## src/rtl/mips_bus_arbiter.sv

```systemverilog
// mips_bus_arbiter: arbitrates N_RD read channels and one write-buffer head
// onto a single Avalon-MM master port. One transaction at a time, with an
// IDLE cycle between transactions.
// Optional feature macro: MIPS_ARB_RR_EN. When it is defined, reads are
// arbitrated round-robin. Otherwise the lowest read index wins.
module mips_bus_arbiter #(
  parameter int N_RD          = 2,
  parameter int WB_STARVE_MAX = 3
) (
  input  logic                clk,
  input  logic                rst_n,
  input  logic [N_RD-1:0]     rd_req,
  input  logic [32*N_RD-1:0]  rd_addr,
  output logic [N_RD-1:0]     rd_valid,
  output logic [31:0]         rd_rdata,
  input  logic                wr_req,
  input  logic [31:0]         wr_addr,
  input  logic [31:0]         wr_data,
  input  logic [3:0]          wr_be,
  output logic                wr_ack,
  output logic [31:0]         mem_address,
  output logic                mem_read,
  output logic                mem_write,
  output logic [31:0]         mem_writedata,
  output logic [3:0]          mem_byteenable,
  input  logic                mem_waitrequest,
  input  logic [31:0]         mem_readdata,
  output logic                busy
);

  localparam int IW = (N_RD > 1) ? $clog2(N_RD) : 1;
  localparam int SW = (WB_STARVE_MAX < 2) ? 1 : $clog2(WB_STARVE_MAX + 1);

  typedef enum logic [1:0] {IDLE, READ, WRITE} state_t;

  state_t                  state, state_nxt;
  logic [31:0]             lat_addr, lat_data;
  logic [3:0]              lat_be;
  logic [IW-1:0]           lat_ch;
  logic [SW-1:0]           starve_cnt;
  logic [IW-1:0]           rd_sel;
  logic                    rd_any, wr_win, rd_gnt, wr_gnt;
  logic [N_RD-1:0][31:0]   rd_addr_v;

  assign rd_addr_v = rd_addr;
  assign rd_any    = |rd_req;
  // A pending write goes first when no read competes, or once reads have
  // used up their allowed consecutive grants.
  assign wr_win    = wr_req && (!rd_any || starve_cnt == SW'(WB_STARVE_MAX));
  assign wr_gnt    = (state == IDLE) && wr_win;
  assign rd_gnt    = (state == IDLE) && !wr_win && rd_any;

`ifdef MIPS_ARB_RR_EN
  logic [IW-1:0] rr_ptr;
  logic          rr_found;

  // Round-robin pick: first requester above the pointer, else wrap to the lowest.
  always_comb begin
    rd_sel   = '0;
    rr_found = 1'b0;
    for (int i = 0; i < N_RD; i++)
      if (!rr_found && rd_req[i] && IW'(i) > rr_ptr) begin
        rd_sel   = IW'(i);
        rr_found = 1'b1;
      end
    for (int i = 0; i < N_RD; i++)
      if (!rr_found && rd_req[i]) begin
        rd_sel   = IW'(i);
        rr_found = 1'b1;
      end
  end

  // The pointer tracks the last granted read channel. It resets to the top
  // channel so that channel 0 is served first.
  always_ff @(posedge clk or negedge rst_n)
    if (!rst_n)      rr_ptr <= IW'(N_RD - 1);
    else if (rd_gnt) rr_ptr <= rd_sel;
`else
  // Fixed priority: the lowest requesting index wins.
  always_comb begin
    rd_sel = '0;
    for (int i = N_RD - 1; i >= 0; i--)
      if (rd_req[i]) rd_sel = IW'(i);
  end
`endif

  // State register.
  always_ff @(posedge clk or negedge rst_n)
    if (!rst_n) state <= IDLE;
    else        state <= state_nxt;

  // Next state: grant from IDLE, and return to IDLE when the slave accepts.
  always_comb begin
    state_nxt = state;
    case (state)
      IDLE:    if (wr_win) state_nxt = WRITE;
               else if (rd_any) state_nxt = READ;
      READ:    if (!mem_waitrequest) state_nxt = IDLE;
      WRITE:   if (!mem_waitrequest) state_nxt = IDLE;
      default: state_nxt = IDLE;
    endcase
  end

  // Capture the winner's command at grant. Later input changes cannot reach the bus.
  always_ff @(posedge clk or negedge rst_n)
    if (!rst_n) begin
      lat_addr <= '0;
      lat_data <= '0;
      lat_be   <= '0;
      lat_ch   <= '0;
    end else if (wr_gnt) begin
      lat_addr <= wr_addr;
      lat_data <= wr_data;
      lat_be   <= wr_be;
    end else if (rd_gnt) begin
      lat_addr <= rd_addr_v[rd_sel];
      lat_ch   <= rd_sel;
    end

  // Count consecutive read grants taken while a write waits. The count
  // saturates at the limit and clears on a write grant or when no write is pending.
  always_ff @(posedge clk or negedge rst_n)
    if (!rst_n)                                       starve_cnt <= '0;
    else if (!wr_req || wr_gnt)                       starve_cnt <= '0;
    else if (rd_gnt && starve_cnt != SW'(WB_STARVE_MAX)) starve_cnt <= starve_cnt + 1'b1;

  // Bus outputs decode from state only. The async reset to IDLE therefore
  // forces all of them low at once.
  always_comb begin
    mem_read       = (state == READ);
    mem_write      = (state == WRITE);
    mem_address    = (state != IDLE)  ? lat_addr : 32'h0;
    mem_writedata  = (state == WRITE) ? lat_data : 32'h0;
    mem_byteenable = (state == READ)  ? 4'b1111 :
                     (state == WRITE) ? lat_be  : 4'b0000;
    wr_ack         = (state == WRITE) && !mem_waitrequest;
    busy           = (state != IDLE);
    rd_rdata       = mem_readdata;
    rd_valid       = '0;
    for (int i = 0; i < N_RD; i++)
      rd_valid[i] = (state == READ) && !mem_waitrequest && (lat_ch == IW'(i));
  end

endmodule

```

## config.mk

```make
export PLATFORM = sky130hd
export DESIGN_NAME = mips_bus_arbiter
export DESIGN_NICKNAME = d
export VERILOG_FILES = /design/src/rtl/mips_bus_arbiter.sv
export SDC_FILE = /design/constraint.sdc
export NUM_CORES = 1
export LEC_CHECK = 0
export BUFFER_PORTS_ARGS = -buffer_cell sky130_fd_sc_hd__buf_2
export CAP_MARGIN = 20
export CORE_MARGIN = 2
export CORE_UTILIZATION = 40
export DETAILED_ROUTE_END_ITERATION = 10
export PLACE_DENSITY = 0.78
export SETUP_SLACK_MARGIN = 0.15
export SLEW_MARGIN = 10
export SYNTH_ARGS = -nofsm -noshare
export SYNTH_HDL_FRONTEND = slang
export SYNTH_SLANG_ARGS = --single-unit
```

## constraint.sdc

```tcl
create_clock -name clk -period 1.7 [get_ports clk]
set_clock_uncertainty 0.15 [all_clocks]
set_input_delay 0 -clock clk [delete_from_list [all_inputs] [get_ports clk]]
set_output_delay 0 -clock clk [all_outputs]
set_load 0.05 [all_outputs]
```

# Word level (Yosys, flattened, before mapping)
# Index checks and enable logic that the tools add are counted.
# totals
latch_bits	0
ramBits	0
mem_count	0
rom_bits	0
register_bits	73
wordCells	55
out_inout_bits	106
# op_classes
multipliers	0
div_mod_pow	0
muxes	16
bitwise_logic	2
reduce_logical	23
n_lt_le_gt_ge	1
shift	0
n_eq_ne	6
add_sub_neg	1
# op_table
operator	count
32-bit two-way mux	6
2-bit two-way mux	5
1-bit logical AND	9
4-bit two-way mux	2
2-bit nonzero test	3
2-bit equality test, second input constant	2
1-bit logical NOT	4
2-bit inequality test, second input constant	2
2-bit one-hot mux with 2 select lines	1
2-bit AND reduction	2
2-bit OR reduction	2
3-bit inequality test, second input constant	1
2-bit by 1-bit adder with 2-bit output, second input constant	1
2-bit by 1-bit equality test with 1-bit output, second input constant	1
2-bit logical NOT	1
1-bit logical OR	2
1-bit by 2-bit < comparator with 1-bit output, second input constant	1
1-bit two-way mux	2
1-bit NOT	2

# Depth between registers and ports, before layout
# Gate-level depths: netlist of run 1.
# logic_depth
word_depth	10
mapped_depth	7
mapped_depth_nobuf	5

# Worst setup path after synthesis of run 1
# Ideal clock, no wire load.
# synth_timing
kind	flip-flop to output port
from	register state[1]
to	output port rd_valid[0]
arrival_time_ps	2222
required_ps	1550
path_slack_ps	-672
stages_incl_launch_ff	4
path_cell_list	dfrtp_1 -> inv_1 -> ha_1 -> nor3b_1
# synth_between
elab_chain_cells	3
# synth_rtl
item	line	source
start, declared	36	state_t state, state_nxt;
start signal, assigned	90	else state <= state_nxt;
2-bit by 1-bit equality test with 1-bit output	-	
named net mem_read	22	output logic mem_read,
1-bit logical AND (2 in series)	141	rd_valid[i] = (state == READ) && !mem_waitrequest && (lat_ch == IW'(i));
end, declared	14	output logic [N_RD-1:0] rd_valid,
# The timed path passes the listed nets, and every way through them passes these cells.

# Final worst setup path of run 1
# layout_timing
from	register state[1]
to	register lat_addr[11]
# layout_between
elab_chain_cells	4
word_cells_on_any_way	6
classes_between	1 x mux; 5 x reduce/logical
# layout_rtl
item	line	source
2-bit logical NOT (*)	50, 51	
1-bit logical AND (2 in series)	51	assign rd_gnt = (state == IDLE) && !wr_win && rd_any;
2-bit nonzero test (no source line)	-	
end signal, assigned	112	lat_addr <= wr_addr;
end signal, assigned	116	lat_addr <= rd_addr_v[rd_sel];
end, declared	37	logic [31:0] lat_addr, lat_data;
# Every way passes the cells marked *; elsewhere a longest branch is shown, timed or not.
# A chain may end at the register's enable or synchronous reset.

==> results of run 1 <==
worst max-delay path by stage:
| stage | startpoint | to | cells past startpoint |
|---|---|---|---|
| after global placement | state[1] | lat_addr[30] | 6 |
| after floorplan | state[1] | mem_address[10] | 5 |
| after global routing | state[1] | lat_addr[27] | 6 |
| after CTS | state[0] | lat_data[21] | 7 |
| after detailed placement | state[1] | lat_addr[11] | 6 |
| final | state[1] | lat_addr[11] | 6 |
stage by stage:
step                      utilization  worst slack [ns]
after floorplan                     -           -0.0905
after global placement          0.532           -0.0493
after detailed placement        0.532            -0.158
after CTS                       0.739           -0.0809
after global routing            0.789            -0.172
final                           0.789            -0.167
layout make-up:
| type | instances | area (um2) |
|---|---|---|
| antenna | 4 | 10.0 |
| fill | 606 | 2400 |
| sequential | 73 | 1830 |
| clock inverter | 5 | 31.3 |
| clock buffer | 11 | 243 |
| inverter | 3 | 16.3 |
| multi-input combinational | 292 | 3020 |
| tap | 143 | 179 |
| timing repair buffer | 407 | 3640 |
sequential cells by signal (all words and copies together) (netlist names):
| register | cells |
|---|---|
| lat_addr | 32 |
| lat_ch | 1 |
| lat_be | 4 |
| lat_data | 32 |
| starve_cnt | 2 |
| state | 2 |
layer usage:
layer / wire (um) / up-vias / part of all wire
met1: 6850 / 2474 / 0.35
met5: 0 / - / 0
met2: 10500 / 308 / 0.54
met4: 979 / 0 / 0.050
met3: 1180 / 84 / 0.060
li1: - / 2247 / -
power breakdown:
| group | internal (mW) | switching [mW] | total (mW) |
|---|---|---|---|
| Clock | 1.02 | 0.731 | 1.75 |
| Combinational | 4.18 | 4.62 | 8.79 |
| Sequential | 2.59 | 0.565 | 3.16 |
kinds of logic after synthesis:
group / synth area share
AOI/OAI and AO/OA: 0.156
adders and majority gates: 0.0108
buffers and inverters: 0.122
DFF: 0.392
muxes: 0.0919
and+or+nand+nor: 0.227
worst min-delay path, delay by kind of cell:
family,cells,cell delay [ns]
simple gates,1,0.17
compound gates,2,0.20
buf+inv,1,0.08
cells in the mapped netlist:
cell type | number | share of area
dfrtp_1 | 73 | 0.39
buf_4 | 36 | 0.058
nand2_1 | 34 | 0.027
and2_1 | 33 | 0.044
and3b_1 | 33 | 0.062
nor3_1 | 33 | 0.035
o31ai_1 | 32 | 0.052
nor2b_1 | 31 | 0.042
a221oi_1 | 22 | 0.041
mux2_1 | 20 | 0.048
mux2_2 | 18 | 0.044
buf_6 | 17 | 0.041
clkbuf_1 | 13 | 0.010
a221oi_2 | 10 | 0.032
buf_2 | 9 | 0.0097
a21o_1 | 4 | 0.0065
ha_1 | 4 | 0.011
a21oi_1 | 3 | 0.0032
and2b_2 | 3 | 0.0056
a21boi_0 | 2 | 0.0032
inv_1 | 2 | 0.0016
inv_2 | 1 | 0.00081
nand2_2 | 1 | 0.0013
nand2b_2 | 1 | 0.0019
nand3_1 | 1 | 0.0011
nor2_8 | 1 | 0.0043
nor3b_1 | 1 | 0.0016
o21a_1 | 1 | 0.0016
o21ba_1 | 1 | 0.0022
o21bai_4 | 1 | 0.0040
o31ai_4 | 1 | 0.0046
o41ai_4 | 1 | 0.0059
repair_timing:
item,in CTS,in global routing
gates resized for setup,179,87
pin swaps,4,5
gates cloned,1,3
setup buffers,13,15
setup endpoints to repair,147,147
endpoints found under the hold margin,175,0
hold buffers,134,0
==> key figures, run 1 <==
Power and ir drop
  • Worst IR Drop VDD: 1.08 mV
  • Total power: 13.7 mW
  • Leakage power total: 4.24 nW
  • Power per Cell Area: 1530 mW/mm2

Worst setup path
  • Bufs and invs on worst path: 2
  • Required time worst endpoint: 1.74 ns
  • Worst EP arrival: 1.91 ns
  • Reg2reg start: state[1]
  • Largest fanout on the critical path: 16
  • Worst Setup Start Kind: flop
  • CP Capture Type: flop
  • Delay-heaviest family, CP: compound AO/OA/AOI/OAI gates
  • Kind of critical path: flop to flop
  • Reg2reg setup slack: -0.17 ns
  • R2R Path End: lat_addr[11]
  • R2r worst-path depth: 6
  • Crit path cell chain: inv_2 -> ha_4 -> and2_2 -> buf_12 -> a221oi_2 -> o31ai_2
  • Critical Path Max Stage Delay: 0.39 ns
  • CP max-delay cell: dfrtp_1

Finish
  • Nets@finish: 960
  • Non-Filler Instances: 938
  • Final Instance Area: 0.00897 mm2
  • Most frequent cells in the layout: 136 x buf_2, 134 x dlygate4sd3_1, 73 x dfrtp_1, 62 x buf_6, 42 x buf_4
  • Share of cells above drive strength 1: 0.575
  • Most common cell after layout, fill and taps aside: buf_2
  • Area delta synth->final: 92.6%

Yosys
  • Netlist area before placement: 0.00466 mm2
  • Mapped Avg Cell Area: 10.5 um2
  • Seq/Total Area, Yosys: 0.392
  • Yosys warnings: 0
  • Synth unique cells: 32
  • Synthesis-stage register bit count: 73
  • Syn_nets: 617
  • Post-synthesis cell count: 443

Timing
  • Slew of the pin with the lowest slew margin: 0.535 ns
  • Endpoints failing setup: 133
  • Fin. max-slew vios: 0
  • Relative slew slack: 0.642
  • FMAX: 536 MHz
  • Fin worst setup slack: -0.167 ns
  • RSZ-0062 raised after global routing: true
  • Crit path time final: 1.87 ns
  • Hold Fails Final Rpt: 0
  • Setup_tns: -7.01 ns
  • Crit share post-route: 1.10
  • WHS: 0.00888 ns

Placement
  • RePlAce Congestion: 0.800
  • HPWL after DPL: 9960 um
  • Post-Place Cells: 752
  • IO buf count: 211
  • Placed cell areas: 0.00604 mm2

Drt
  • Initial DRT Pass Iterations: 4
  • Vias: 5113
  • Post-route ant nets: 0
  • Routed WL per cell: 20.8 um
  • Residual DRC: 0
  • Initial DRC Count: 365
  • Final WL: 19500 um
  • Drt via density: 5.45

Global routing
  • Grt total ovfl: 0
  • Routing usage on met2: 0.501
  • GRT Overall Usage: 0.280
  • Layer with the highest usage: met2
  • Met1 Usage GRT: 0.309
  • Met3 Resource Use GR: 0.0577
  • Vias in the first global route: 5326
  • First-pass GRT wire length: 27900 um
  • Antenna violations before repair: 4
  • Largest net degree at the start of global routing: 39

Min path
  • Hold_sp: rd_addr[41]
  • Hold path depth: 4
  • Hold Path Sink: lat_addr[9]
  • HP Class: input pin to flop

Clock network
  • TritonCTS Buffers: 9
  • CTS Root Cell: clkbuf_16
  • Clock slew at reported path FFs: 0.06 ns
  • Worst-skew pair later-pin latency: 0.33 ns
  • Max clock buf depth: 2
  • CTS tree: yes
  • H-tree Lvls: 3
  • Number of clock sinks: 73

Die
  • IO Pins: 276
  • Chip height: 112 um
  • Die area: 0.0125 mm2
  • Starting Density: 0.409
  • Die width: 112 um
  • CORE AREA: 0.0114 mm2
  • Row count: 39

Flow run
  • Max cap viols: 0

Status
  • Status: finished, violations left
  • Violated checks: negative setup slack
Note: power is estimated with default switching activity, not from simulation.
==> run 2: changes to the inputs <==
--- a/config.mk
+++ b/config.mk
@@ -8,9 +8,9 @@
 export BUFFER_PORTS_ARGS = -buffer_cell sky130_fd_sc_hd__buf_2
 export CAP_MARGIN = 20
 export CORE_MARGIN = 2
-export CORE_UTILIZATION = 40
+export CORE_UTILIZATION = 44
 export DETAILED_ROUTE_END_ITERATION = 10
-export PLACE_DENSITY = 0.78
+export PLACE_DENSITY = 0.81
 export SETUP_SLACK_MARGIN = 0.15
 export SLEW_MARGIN = 10
 export SYNTH_ARGS = -nofsm -noshare
==> constraint.sdc (replaced) <==
create_clock -name clk -period 1.9 [get_ports clk]
set_clock_uncertainty 0.15 [all_clocks]
set_input_delay 0 -clock clk [delete_from_list [all_inputs] [get_ports clk]]
set_output_delay 0 -clock clk [all_outputs]
set_load 0.05 [all_outputs]
==> run 2 against run 1 <==
Net effect: the run still ends with negative setup slack left; utilization is 1.9 points higher; wire length up 5.5%; non-clock buffer count down 24; highest routed layer unchanged; largest power group unchanged; setup slack better by 0.14 ns; critical endpoint is now lat_addr[15].
==> key figures, run 2 (synthesized netlist as in run 1, its figures left out) <==
Worst setup path
  • Reg2reg start: starve_cnt[1]
  • Worst EP arrival: 2.01 ns
  • Largest fanout on the critical path: 8
  • Kind of critical path: flop to flop
  • R2R Path End: lat_addr[15]
  • Critical path origin: starve_cnt[1]
  • Reg2reg setup slack: -0.03 ns
  • R2r worst-path depth: 5
  • CP Capture Type: flop
  • CP Capture Point: lat_addr[15]
  • Required time worst endpoint: 1.98 ns
  • Worst Setup Start Kind: flop

Timing
  • Hold Fails Final Rpt: 0
  • Slew of the pin with the lowest slew margin: 0.977 ns
  • Endpoints failing setup: 1
  • Fin worst setup slack: -0.0257 ns
  • Relative slew slack: 0.349
  • Crit share post-route: 1.01
  • RSZ-0062 raised after global routing: true
  • Fin. max-slew vios: 0
  • Crit path time final: 1.93 ns
  • FMAX: 519 MHz

Power and ir drop
  • Clock power share: 0.132
  • Comb power frac: 0.612
  • Total power: 10.9 mW
  • Leakage power total: 3.88 nW
  • Power per Cell Area: 1310 mW/mm2
  • Reg power frac: 0.256
  • Internal: 5.84 mW
  • Sw power: 5.06 mW
  • Sw frac: 0.464
  • Worst IR Drop VDD: 0.810 mV

Clock network
  • Clock slew at reported path FFs: 0.09 ns
  • Number of clock sinks: 73
  • CTS tree: yes
  • H-tree Lvls: 3
  • CTS Root Cell: clkbuf_8
  • TritonCTS Buffers: 9
  • Max clock buf depth: 2
  • Worst-skew pair later-pin latency: 0.35 ns

Finish
  • Most frequent cells in the layout: 139 x buf_2, 136 x dlygate4sd3_1, 73 x dfrtp_1, 46 x buf_4, 36 x buf_6
  • Nets@finish: 937
  • Final Util: 0.807
  • Area delta synth->final: 78.2%
  • Storage cell area: 0.00183 mm2
  • Area of the multi-input gates: 0.00279 mm2
  • # fillers: 508
  • Most common cell after layout, fill and taps aside: buf_2
  • Share of cells above drive strength 1: 0.512
  • Largest registers: lat_addr x32, lat_data x32, lat_be x4

Drt
  • Residual DRC: 0
  • Post-route ant nets: 0
  • Initial DRC Count: 500
  • Initial DRT Pass Iterations: 7
  • Final WL: 20600 um
  • Drt via density: 5.91
  • Routed WL per cell: 22.7 um
  • Vias: 5351

Placement
  • Setup WS pre-CTS: -0.0744 ns
  • RePlAce Congestion: 0.824
  • HPWL after DPL: 9300 um
  • IO buf count: 211

Status
  • Violated checks: negative setup slack
  • Status: finished, violations left

Min path
  • Hold_sp: rd_addr[56]
  • HP Class: input pin to flop
  • Hold path depth: 4

Global routing
  • Grt total ovfl: 0
  • GRT Overall Usage: 0.288
  • First-pass GRT wire length: 25700 um
  • Vias in the first global route: 5196
  • Antenna violations before repair: 1
  • Largest net degree at the start of global routing: 74

Flow run
  • Max cap viols: 0

Die
  • CORE AREA: 0.0103 mm2
  • IO Pins: 276
  • Starting Density: 0.453
  • Die area: 0.0114 mm2
  • Die width: 107 um
  • Row count: 37
  • Chip height: 107 um
run 2: cell types whose count changed in the layout (fill, tap and decap cells not counted), moves of 8 or more:
cell | before | now
mux2_4 | 37 | 6
nor2b_4 | 29 | 0
buf_6 | 62 | 36
nor2b_1 | 0 | 21
mux2_2 | 1 | 17
mux2_1 | 0 | 15
buf_8 | 15 | 3
clkbuf_8 | 1 | 10
nor2b_2 | 2 | 10
run 2: what timing repair did:
action	CTS	global route
buffers inserted	3	4
resized for setup	81	126
endpoints found under the setup margin	136	145
hold buffers	135	1
endpoints found under the hold margin	175	1
cloned	2	9
pin swaps	3	35
run 2: how the worst min path moves through the flow:
stage,to,slack [ns]
floorplan,lat_addr[0],-0.45
global placement,rd_rdata[0],-0.15
detailed placement,rd_rdata[0],-0.15
CTS,state[1],0.003
global route,lat_addr[24],0.03
finish,lat_addr[24],0.02
run 2: cell type report:
class,count,area share
Timing Repair Buffer,383,0.393
Multi-Input combinational cell,293,0.336
Sequential cell,73,0.220
Tap cell,136,0.0205
Clock buffer,10,0.0166
Clock inverter,6,0.0109
Inverter,3,0.00196
Antenna cell,1,0.000302
run 2: power groups by stage:
stage | clock network [mW] | registers (mW) | logic [mW]
finish | 1.44 | 2.79 | 6.67
global route | 1.51 | 2.86 | 6.94
CTS | 1.44 | 2.68 | 5.48
detailed placement | 0 | 2.71 | 4.67
global placement | 0 | 2.65 | 4.56
floorplan | 0 | 2.58 | 3.94
run 2: metrics by stage:
stage	area, um2	hold slack, ns	TNS [ns]	std cells
5_1_grt	8290	0.0317	-0.200	904
2_1_floorplan	4750	-0.446	0	443
4_1_cts	7540	0.00312	0	890
3_5_place_dp	5610	-0.150	-2.53	734
6_report	8300	0.0173	-0.0257	905
3_3_place_gp	5610	-0.150	-0.269	734
run 2: critical path, stage by stage (launching register included):
cell and delay [ns]:
dfrtp_1 0.41, ha_2 0.22, o21ba_4 0.36, clkbuf_16 0.21, nor3_1 0.09, o31ai_1 0.37
run 2: layer usage:
layer / up-vias / global-route usage / routed length (um)
met1: 2571 / 0.300 / 6530
met2: 435 / 0.531 / 10900
met4: 0 / 0.160 / 1510
li1: 2202 / - / -
met3: 143 / 0.0663 / 1670
met5: - / 0 / 0
